$ cat src/rtl/cpu_ctrl_pkg.sv
// Shared encodings for the multicycle CPU control path: opcodes, functs,
// FSM states, ALU codes, datapath select values and the control output bundle.
package cpu_ctrl_pkg;

    localparam logic [5:0] OP_RTYPE = 6'h00;
    localparam logic [5:0] OP_J     = 6'h02;
    localparam logic [5:0] OP_JAL   = 6'h03;
    localparam logic [5:0] OP_BEQ   = 6'h04;
    localparam logic [5:0] OP_BNE   = 6'h05;
    localparam logic [5:0] OP_ADDI  = 6'h08;
    localparam logic [5:0] OP_XORI  = 6'h0E;
    localparam logic [5:0] OP_LW    = 6'h23;
    localparam logic [5:0] OP_SW    = 6'h2B;

    localparam logic [5:0] FN_JR    = 6'h08;
    localparam logic [5:0] FN_ADD   = 6'h20;
    localparam logic [5:0] FN_SUB   = 6'h22;
    localparam logic [5:0] FN_SLT   = 6'h2A;

    localparam logic [2:0] ALU_ADD  = 3'b000;
    localparam logic [2:0] ALU_SUB  = 3'b001;
    localparam logic [2:0] ALU_XOR  = 3'b010;
    localparam logic [2:0] ALU_SLT  = 3'b011;

    localparam logic [1:0] REG_DST_RT    = 2'b00;
    localparam logic [1:0] REG_DST_RD    = 2'b01;
    localparam logic [1:0] REG_DST_RA    = 2'b10;

    localparam logic [1:0] M2R_ALUOUT    = 2'b00;
    localparam logic [1:0] M2R_MDR       = 2'b01;
    localparam logic [1:0] M2R_PC        = 2'b10;

    localparam logic [1:0] ALUB_REGB     = 2'b00;
    localparam logic [1:0] ALUB_FOUR     = 2'b01;
    localparam logic [1:0] ALUB_IMM      = 2'b10;
    localparam logic [1:0] ALUB_IMM_SH2  = 2'b11;

    localparam logic [1:0] PCSRC_ALU     = 2'b00;
    localparam logic [1:0] PCSRC_ALUOUT  = 2'b01;
    localparam logic [1:0] PCSRC_JADDR   = 2'b10;
    localparam logic [1:0] PCSRC_REGA    = 2'b11;

    typedef enum logic [3:0] {
        S_FETCH    = 4'd0,
        S_DECODE   = 4'd1,
        S_MEM_ADDR = 4'd2,
        S_MEM_RD   = 4'd3,
        S_MEM_WB   = 4'd4,
        S_MEM_WR   = 4'd5,
        S_EXEC_R   = 4'd6,
        S_EXEC_I   = 4'd7,
        S_WB_R     = 4'd8,
        S_WB_I     = 4'd9,
        S_BRANCH   = 4'd10,
        S_JUMP     = 4'd11,
        S_JAL      = 4'd12,
        S_JR       = 4'd13,
        S_HALT     = 4'd14
    } state_e;

    typedef struct packed {
        logic lw;
        logic sw;
        logic add;
        logic sub;
        logic slt;
        logic jr;
        logic addi;
        logic xori;
        logic beq;
        logic bne;
        logic j;
        logic jal;
    } instr_class_t;

    typedef struct packed {
        logic       mem_read;
        logic       mem_write;
        logic       i_or_d;
        logic       reg_write;
        logic       pc_write_u;
        logic       alu_src_a;
        logic [1:0] reg_dst;
        logic [1:0] mem_to_reg;
        logic [1:0] alu_src_b;
        logic [1:0] pc_src;
        logic [2:0] alu_ctrl;
    } ctrl_out_t;

endpackage

$ cat src/rtl/ctrl_instr_class.sv
// Combinational instruction classifier: opcode/funct to a one-hot class,
// with illegal raised when no supported instruction matches.
module ctrl_instr_class
    import cpu_ctrl_pkg::*;
(
    input  logic [5:0]   opcode,
    input  logic [5:0]   funct,
    output instr_class_t cls,
    output logic         illegal
);

    always_comb begin
        cls = '0;
        case (opcode)
            OP_RTYPE: begin
                case (funct)
                    FN_ADD:  cls.add = 1'b1;
                    FN_SUB:  cls.sub = 1'b1;
                    FN_SLT:  cls.slt = 1'b1;
                    FN_JR:   cls.jr  = 1'b1;
                    default: ;
                endcase
            end
            OP_LW:   cls.lw   = 1'b1;
            OP_SW:   cls.sw   = 1'b1;
            OP_ADDI: cls.addi = 1'b1;
            OP_XORI: cls.xori = 1'b1;
            OP_BEQ:  cls.beq  = 1'b1;
            OP_BNE:  cls.bne  = 1'b1;
            OP_J:    cls.j    = 1'b1;
            OP_JAL:  cls.jal  = 1'b1;
            default: ;
        endcase
        illegal = (cls == '0);
    end

endmodule

$ cat src/rtl/multicycle_ctrl.sv
// Main control FSM of the multicycle MIPS-subset CPU. Optional illegal-
// instruction trap (HALT + sticky illegal_op) under MULTICYCLE_CTRL_ILLEGAL_TRAP_EN.
//
// state    | meaning
// FETCH    | read instruction at PC, PC += 4 when memory ready
// DECODE   | dispatch, precompute branch target into ALUOut
// MEM_ADDR | effective address = regA + sext(imm)
// MEM_RD   | load access, wait for memory
// MEM_WB   | write MDR to rt
// MEM_WR   | store access, wait for memory
// EXEC_R   | R-type ALU op
// EXEC_I   | immediate ALU op
// WB_R     | write ALUOut to rd
// WB_I     | write ALUOut to rt
// BRANCH   | compare, conditional PC load from ALUOut
// JUMP     | PC = jump address
// JAL      | $31 = PC+4 and PC = jump address on the same edge
// JR       | PC = regA
// HALT     | stopped; left only through reset
module multicycle_ctrl
    import cpu_ctrl_pkg::*;
#(
    parameter int unsigned MEM_WAIT_MAX = 0
) (
    input  logic       clk,
    input  logic       reset,
    input  logic [5:0] opcode,
    input  logic [5:0] funct,
    input  logic       zero,
    input  logic       mem_ready,
    output logic       pc_write,
    output logic       ir_write,
    output logic       i_or_d,
    output logic       mem_read,
    output logic       mem_write,
    output logic       reg_write,
    output logic [1:0] reg_dst,
    output logic [1:0] mem_to_reg,
    output logic       alu_src_a,
    output logic [1:0] alu_src_b,
    output logic [2:0] alu_ctrl,
    output logic [1:0] pc_src,
    output logic       mem_timeout,
`ifdef MULTICYCLE_CTRL_ILLEGAL_TRAP_EN
    output logic       illegal_op,
`endif
    output logic [3:0] state_out
);

    localparam int unsigned CW = (MEM_WAIT_MAX > 0) ? $clog2(MEM_WAIT_MAX + 1) : 1;

    state_e       state_q, state_d;
    ctrl_out_t    out_q, out_d;
    logic [CW-1:0] stall_q, stall_d;
    logic         timeout_q, timeout_d;
    logic         stall;
    instr_class_t cls;
    logic         illegal;
    logic         in_fetch;
    logic         branch_taken;
`ifdef MULTICYCLE_CTRL_ILLEGAL_TRAP_EN
    logic         illegal_q, illegal_d;
`endif

    ctrl_instr_class u_class (
        .opcode  (opcode),
        .funct   (funct),
        .cls     (cls),
        .illegal (illegal)
    );

    function automatic ctrl_out_t moore_out(input state_e s, input instr_class_t c);
        ctrl_out_t o;
        o = '0;
        case (s)
            S_FETCH: begin
                o.mem_read  = 1'b1;
                o.alu_src_b = ALUB_FOUR;
                o.alu_ctrl  = ALU_ADD;
                o.pc_src    = PCSRC_ALU;
            end
            S_DECODE:   o.alu_src_b = ALUB_IMM_SH2;
            S_MEM_ADDR: begin
                o.alu_src_a = 1'b1;
                o.alu_src_b = ALUB_IMM;
            end
            S_MEM_RD: begin
                o.mem_read = 1'b1;
                o.i_or_d   = 1'b1;
            end
            S_MEM_WB: begin
                o.reg_write  = 1'b1;
                o.reg_dst    = REG_DST_RT;
                o.mem_to_reg = M2R_MDR;
            end
            S_MEM_WR: begin
                o.mem_write = 1'b1;
                o.i_or_d    = 1'b1;
            end
            S_EXEC_R: begin
                o.alu_src_a = 1'b1;
                o.alu_src_b = ALUB_REGB;
                o.alu_ctrl  = c.sub ? ALU_SUB : (c.slt ? ALU_SLT : ALU_ADD);
            end
            S_WB_R: begin
                o.reg_write  = 1'b1;
                o.reg_dst    = REG_DST_RD;
                o.mem_to_reg = M2R_ALUOUT;
            end
            S_EXEC_I: begin
                o.alu_src_a = 1'b1;
                o.alu_src_b = ALUB_IMM;
                o.alu_ctrl  = c.xori ? ALU_XOR : ALU_ADD;
            end
            S_WB_I:     o.reg_write = 1'b1;
            S_BRANCH: begin
                o.alu_src_a = 1'b1;
                o.alu_src_b = ALUB_REGB;
                o.alu_ctrl  = ALU_SUB;
                o.pc_src    = PCSRC_ALUOUT;
            end
            S_JUMP: begin
                o.pc_write_u = 1'b1;
                o.pc_src     = PCSRC_JADDR;
            end
            S_JAL: begin
                o.reg_write  = 1'b1;
                o.reg_dst    = REG_DST_RA;
                o.mem_to_reg = M2R_PC;
                o.pc_write_u = 1'b1;
                o.pc_src     = PCSRC_JADDR;
            end
            S_JR: begin
                o.pc_write_u = 1'b1;
                o.pc_src     = PCSRC_REGA;
            end
            default: ;
        endcase
        return o;
    endfunction

    always_comb begin
        state_d   = state_q;
        stall_d   = '0;
        timeout_d = timeout_q;
        stall     = 1'b0;
`ifdef MULTICYCLE_CTRL_ILLEGAL_TRAP_EN
        illegal_d = illegal_q;
`endif
        case (state_q)
            S_FETCH: begin
                if (mem_ready) state_d = S_DECODE;
                else           stall   = 1'b1;
            end
            S_DECODE: begin
                if (illegal) begin
`ifdef MULTICYCLE_CTRL_ILLEGAL_TRAP_EN
                    state_d   = S_HALT;
                    illegal_d = 1'b1;
`else
                    state_d   = S_FETCH;
`endif
                end
                else if (cls.lw || cls.sw)               state_d = S_MEM_ADDR;
                else if (cls.jr)                         state_d = S_JR;
                else if (cls.add || cls.sub || cls.slt)  state_d = S_EXEC_R;
                else if (cls.addi || cls.xori)           state_d = S_EXEC_I;
                else if (cls.beq || cls.bne)             state_d = S_BRANCH;
                else if (cls.j)                          state_d = S_JUMP;
                else                                     state_d = S_JAL;
            end
            S_MEM_ADDR: state_d = cls.sw ? S_MEM_WR : (cls.lw ? S_MEM_RD : S_FETCH);
            S_MEM_RD: begin
                if (mem_ready) state_d = S_MEM_WB;
                else           stall   = 1'b1;
            end
            S_MEM_WR: begin
                if (mem_ready) state_d = S_FETCH;
                else           stall   = 1'b1;
            end
            S_EXEC_R: state_d = S_WB_R;
            S_EXEC_I: state_d = S_WB_I;
            S_MEM_WB, S_WB_R, S_WB_I, S_BRANCH, S_JUMP, S_JAL, S_JR: state_d = S_FETCH;
            S_HALT:   state_d = S_HALT;
            default:  state_d = S_FETCH;
        endcase

        // MEM_WAIT_MAX stall cycles are tolerated; one more trips the timeout.
        if (stall && (MEM_WAIT_MAX != 0)) begin
            if (stall_q == CW'(MEM_WAIT_MAX)) begin
                state_d   = S_HALT;
                timeout_d = 1'b1;
            end else begin
                stall_d = stall_q + CW'(1);
            end
        end

        out_d = moore_out(state_d, cls);
    end

    always_ff @(posedge clk) begin
        if (reset) begin
            state_q   <= S_FETCH;
            out_q     <= moore_out(S_FETCH, instr_class_t'('0));
            stall_q   <= '0;
            timeout_q <= 1'b0;
`ifdef MULTICYCLE_CTRL_ILLEGAL_TRAP_EN
            illegal_q <= 1'b0;
`endif
        end else begin
            state_q   <= state_d;
            out_q     <= out_d;
            stall_q   <= stall_d;
            timeout_q <= timeout_d;
`ifdef MULTICYCLE_CTRL_ILLEGAL_TRAP_EN
            illegal_q <= illegal_d;
`endif
        end
    end

    // Reset masks everything so no strobe fires on the reset edge itself.
    assign in_fetch     = (state_q == S_FETCH);
    assign branch_taken = (state_q == S_BRANCH) && (zero ^ cls.bne);

    assign pc_write    = !reset && (out_q.pc_write_u || (in_fetch && mem_ready) || branch_taken);
    assign ir_write    = !reset && in_fetch && mem_ready;
    assign i_or_d      = !reset && out_q.i_or_d;
    assign mem_read    = !reset && out_q.mem_read;
    assign mem_write   = !reset && out_q.mem_write;
    assign reg_write   = !reset && out_q.reg_write;
    assign reg_dst     = reset ? 2'b00 : out_q.reg_dst;
    assign mem_to_reg  = reset ? 2'b00 : out_q.mem_to_reg;
    assign alu_src_a   = !reset && out_q.alu_src_a;
    assign alu_src_b   = reset ? 2'b00 : out_q.alu_src_b;
    assign alu_ctrl    = reset ? 3'b000 : out_q.alu_ctrl;
    assign pc_src      = reset ? 2'b00 : out_q.pc_src;
    assign mem_timeout = !reset && timeout_q;
`ifdef MULTICYCLE_CTRL_ILLEGAL_TRAP_EN
    assign illegal_op  = !reset && illegal_q;
`endif
    assign state_out   = state_q;

endmodule

$ cat config.mk
export PLATFORM = sky130hd
export DESIGN_NAME = multicycle_ctrl
export DESIGN_NICKNAME = d
export VERILOG_FILES = /design/src/rtl/cpu_ctrl_pkg.sv /design/src/rtl/ctrl_instr_class.sv /design/src/rtl/multicycle_ctrl.sv
export SDC_FILE = /design/constraint.sdc
export NUM_CORES = 1
export LEC_CHECK = 0
export ABC_AREA = 1
export CELL_PAD_IN_SITES_DETAIL_PLACEMENT = 0
export CELL_PAD_IN_SITES_GLOBAL_PLACEMENT = 1
export CORE_MARGIN = 2
export CORE_UTILIZATION = 33
export CTS_CLUSTER_SIZE = 30
export DETAILED_ROUTE_END_ITERATION = 10
export GPL_ROUTABILITY_DRIVEN = 0
export GPL_TIMING_DRIVEN = 0
export HOLD_SLACK_MARGIN = 0.12
export PLACE_DENSITY = 0.88
export SYNTH_ARGS = -nofsm -noshare
export SYNTH_HDL_FRONTEND = slang
export SYNTH_HIERARCHICAL = 1
export SYNTH_SLANG_ARGS = --single-unit
$ cat constraint.sdc
create_clock -name clk -period 2.3 [get_ports clk]
set_clock_uncertainty 0.15 [all_clocks]
set_input_delay 0.46 -clock clk [delete_from_list [all_inputs] [get_ports clk]]
set_output_delay 0.46 -clock clk [all_outputs]
set_load 0.02 [all_outputs]
==> results.yml <==
global_routing:
  grt_max_degree: 11
  grt_pass1_vias: 1300
  antenna_found_initial: 0
  grt_pass1_wl_mm: 5.35
  grt-ovfl-total: 0
  track_usage: 0.127
routing:
  antenna_left: 0
  drt-total-wl_mm: 3.22
  wl_per_cell_um: 9.60
  first_pass_iters: 4
  routed_via_density: 4.46
  first_iter_violations: 75
  drc: 0
  vias: 1493
power:
  power_frac_clock: 0.310
  p_sw_frac: 0.266
  power_density_mw_per_mm2: 341
  power.total_uw: 703
  vdd_drop_max_mv: 0.181
  combPwrFrac: 0.207
  seqPwrFrac: 0.482
  internal_power_uw: 515
  leakage_nw: 1.06
  switching_power_uw: 187
clock_network:
  clk_pin_slew_ps: 60
  cts_tree: "yes"
  numClockSinks: 19
  cts_buffers: 3
  clk_root_buffer_cell: "clkbuf_8"
  clk_latency_ps: 250
  htreeDepth: 1
  clk_path_buf_depth: 2
final_layout:
  fillCellCount: 463
  nNetsFinal: 300
  diodes: 0
  drive_gt1_frac: 0.339
  area_growth_pct: 38.5
  finish.utilization: 0.473
worst_hold_path:
  min_path_cells: 2
  hold_class: "register to register"
critical_path:
  required_ps: 1690
  path_cells: "clkdlybuf4s50_1 -> buf_8 -> clkbuf_8 -> nor2_2 -> clkdlybuf4s15_2"
  critical_path.top_delay_family: "buffers and inverters"
  crit_type: "primary input to output pin"
  worstRegToRegCells: 10
  cp.buffers_inverters: 4
  cp.arrival_ps: 1640
  crit_path_max_fanout: 10
  slowest_stage: "clkdlybuf4s50_1"
  critPathLaunchType: "primary input"
  cpPeakStageDelay_ps: 450
  crit_path_end_kind: "output pin"
  critical_path_depth: 5
sta:
  worst_hold_slack_ps: 440
  finalSetupViolCount: 0
  fmax_ghz: 0.444
  final_hold_viol_count: 0
  post-route-period-util: 0.978
  period_needed_ps: 2250
  drv_slew: 0
outcome:
  status: "completed"
placement:
  buffer_ports.inserted: 36
  dp_hpwl_mm: 2.49
floorplan:
  core-area_sq_mm: 0.00435
  die_w_um: 71.1
  start_util: 0.342
  die_y_um: 71.1
  io_pins: 39
  rows: 24
  dieArea_sq_mm: 0.00506
synth:
  yosysWarnings: 6
  syn_inst: 236
  syn_area_sq_mm: 0.00149
  syn_avg_cell_area_sq_um: 6.30
run:
  maxCapViolCount: 0
## per-layer routing
layer | vias up | wire [um] | track usage
met3 | 5 | 164 | 0.00855
met5 | - | 0 | 0
met2 | 43 | 1620 | 0.227
met4 | 0 | 44 | 0.0440
met1 | 639 | 1390 | 0.159
li1 | 806 | - | -
## state kept, by name, summed over array words and instances (netlist names)
name / cells
out_q: 15
state_out: 4
## cell usage in the layout, fill, tap and decap left out
cell             instances
inv_1                   42
nor2_1                  39
nand2_1                 38
dfxtp_1                 18
clkbuf_2                15
nor2_2                  12
nor2_4                  12
buf_4                   11
nand3_1                  9
nand2_2                  9
clkdlybuf4s50_1          7
dlygate4sd2_1            7
nand3_2                  6
nand4_1                  6
nand2_4                  6
clkbuf_8                 5
nor3_1                   5
inv_2                    4
clkdlybuf4s15_1          4
a21oi_1                  3
nand3_4                  3
inv_4                    3
nand3b_1                 2
a21oi_2                  2
conb_1                   2
buf_8                    1
or2_2                    1
a31oi_1                  1
nand2_8                  1
o21ai_4                  1
o211ai_1                 1
nor2_8                   1
nor4_1                   1
a31o_2                   1
o21ai_1                  1
clkbuf_1                 1
clkdlybuf4s15_2          1
dfxtp_2                  1
## per-stage QoR
step	area (sq um)	setup WS [ps]	std cells	TNS [ps]
3_5_place_dp	1920	-966	325	-18190
6_report	2060	49.9	335	0
2_1_floorplan	1490	214	237	0
4_1_cts	2020	0.235	332	0
5_1_grt	2060	-18.3	335	-47.9
3_3_place_gp	1920	-968	325	-18380
## worst paths after layout
| check | slack [ps] | start | end |
|---|---|---|---|
| max | 50 | reset | mem_to_reg[1] |
| min | 440 | state_out[1]$_SDFF_PP0_ | out_q[7]$_SDFF_PP0_ |
| max reg2reg | 480 | state_out[0]$_SDFF_PP0_ | out_q[0]$_SDFF_PP0_ |
| min reg2reg | 440 | state_out[1]$_SDFF_PP0_ | out_q[7]$_SDFF_PP0_ |
## power groups by stage
stage | clock (mW) | sequential, mW | combinational, mW
3_3_place_gp | 0 | 0.346 | 0.134
2_1_floorplan | 0 | 0.347 | 0.0751
5_1_grt | 0.228 | 0.339 | 0.161
6_report | 0.218 | 0.339 | 0.146
3_5_place_dp | 0 | 0.346 | 0.134
4_1_cts | 0.222 | 0.339 | 0.136
## tightest hold or removal path, delay by kind of cell, from the launching register on
kind	cells	cell delay, ps
and+or+nand+nor	2	180
DFF	1	360
## final cells by class
type	count	area, sq um	share of cell area
timing repair buffer	42	318	0.154
clock buffer	4	45.0	0.0219
inverter	49	191	0.0929
tap	52	65.1	0.0316
multi-input combinational	163	995	0.483
buffer	6	65.1	0.0316
sequential	19	382	0.185
## repair_timing
item	4_1_cts	5_1_grt
hold buffers	0	0
gates resized for setup	61	48
pin swaps	14	12
setup buffers	3	3
gates cloned	0	0
setup endpoints to repair	29	29
Power figures use the tool's default switching activity.
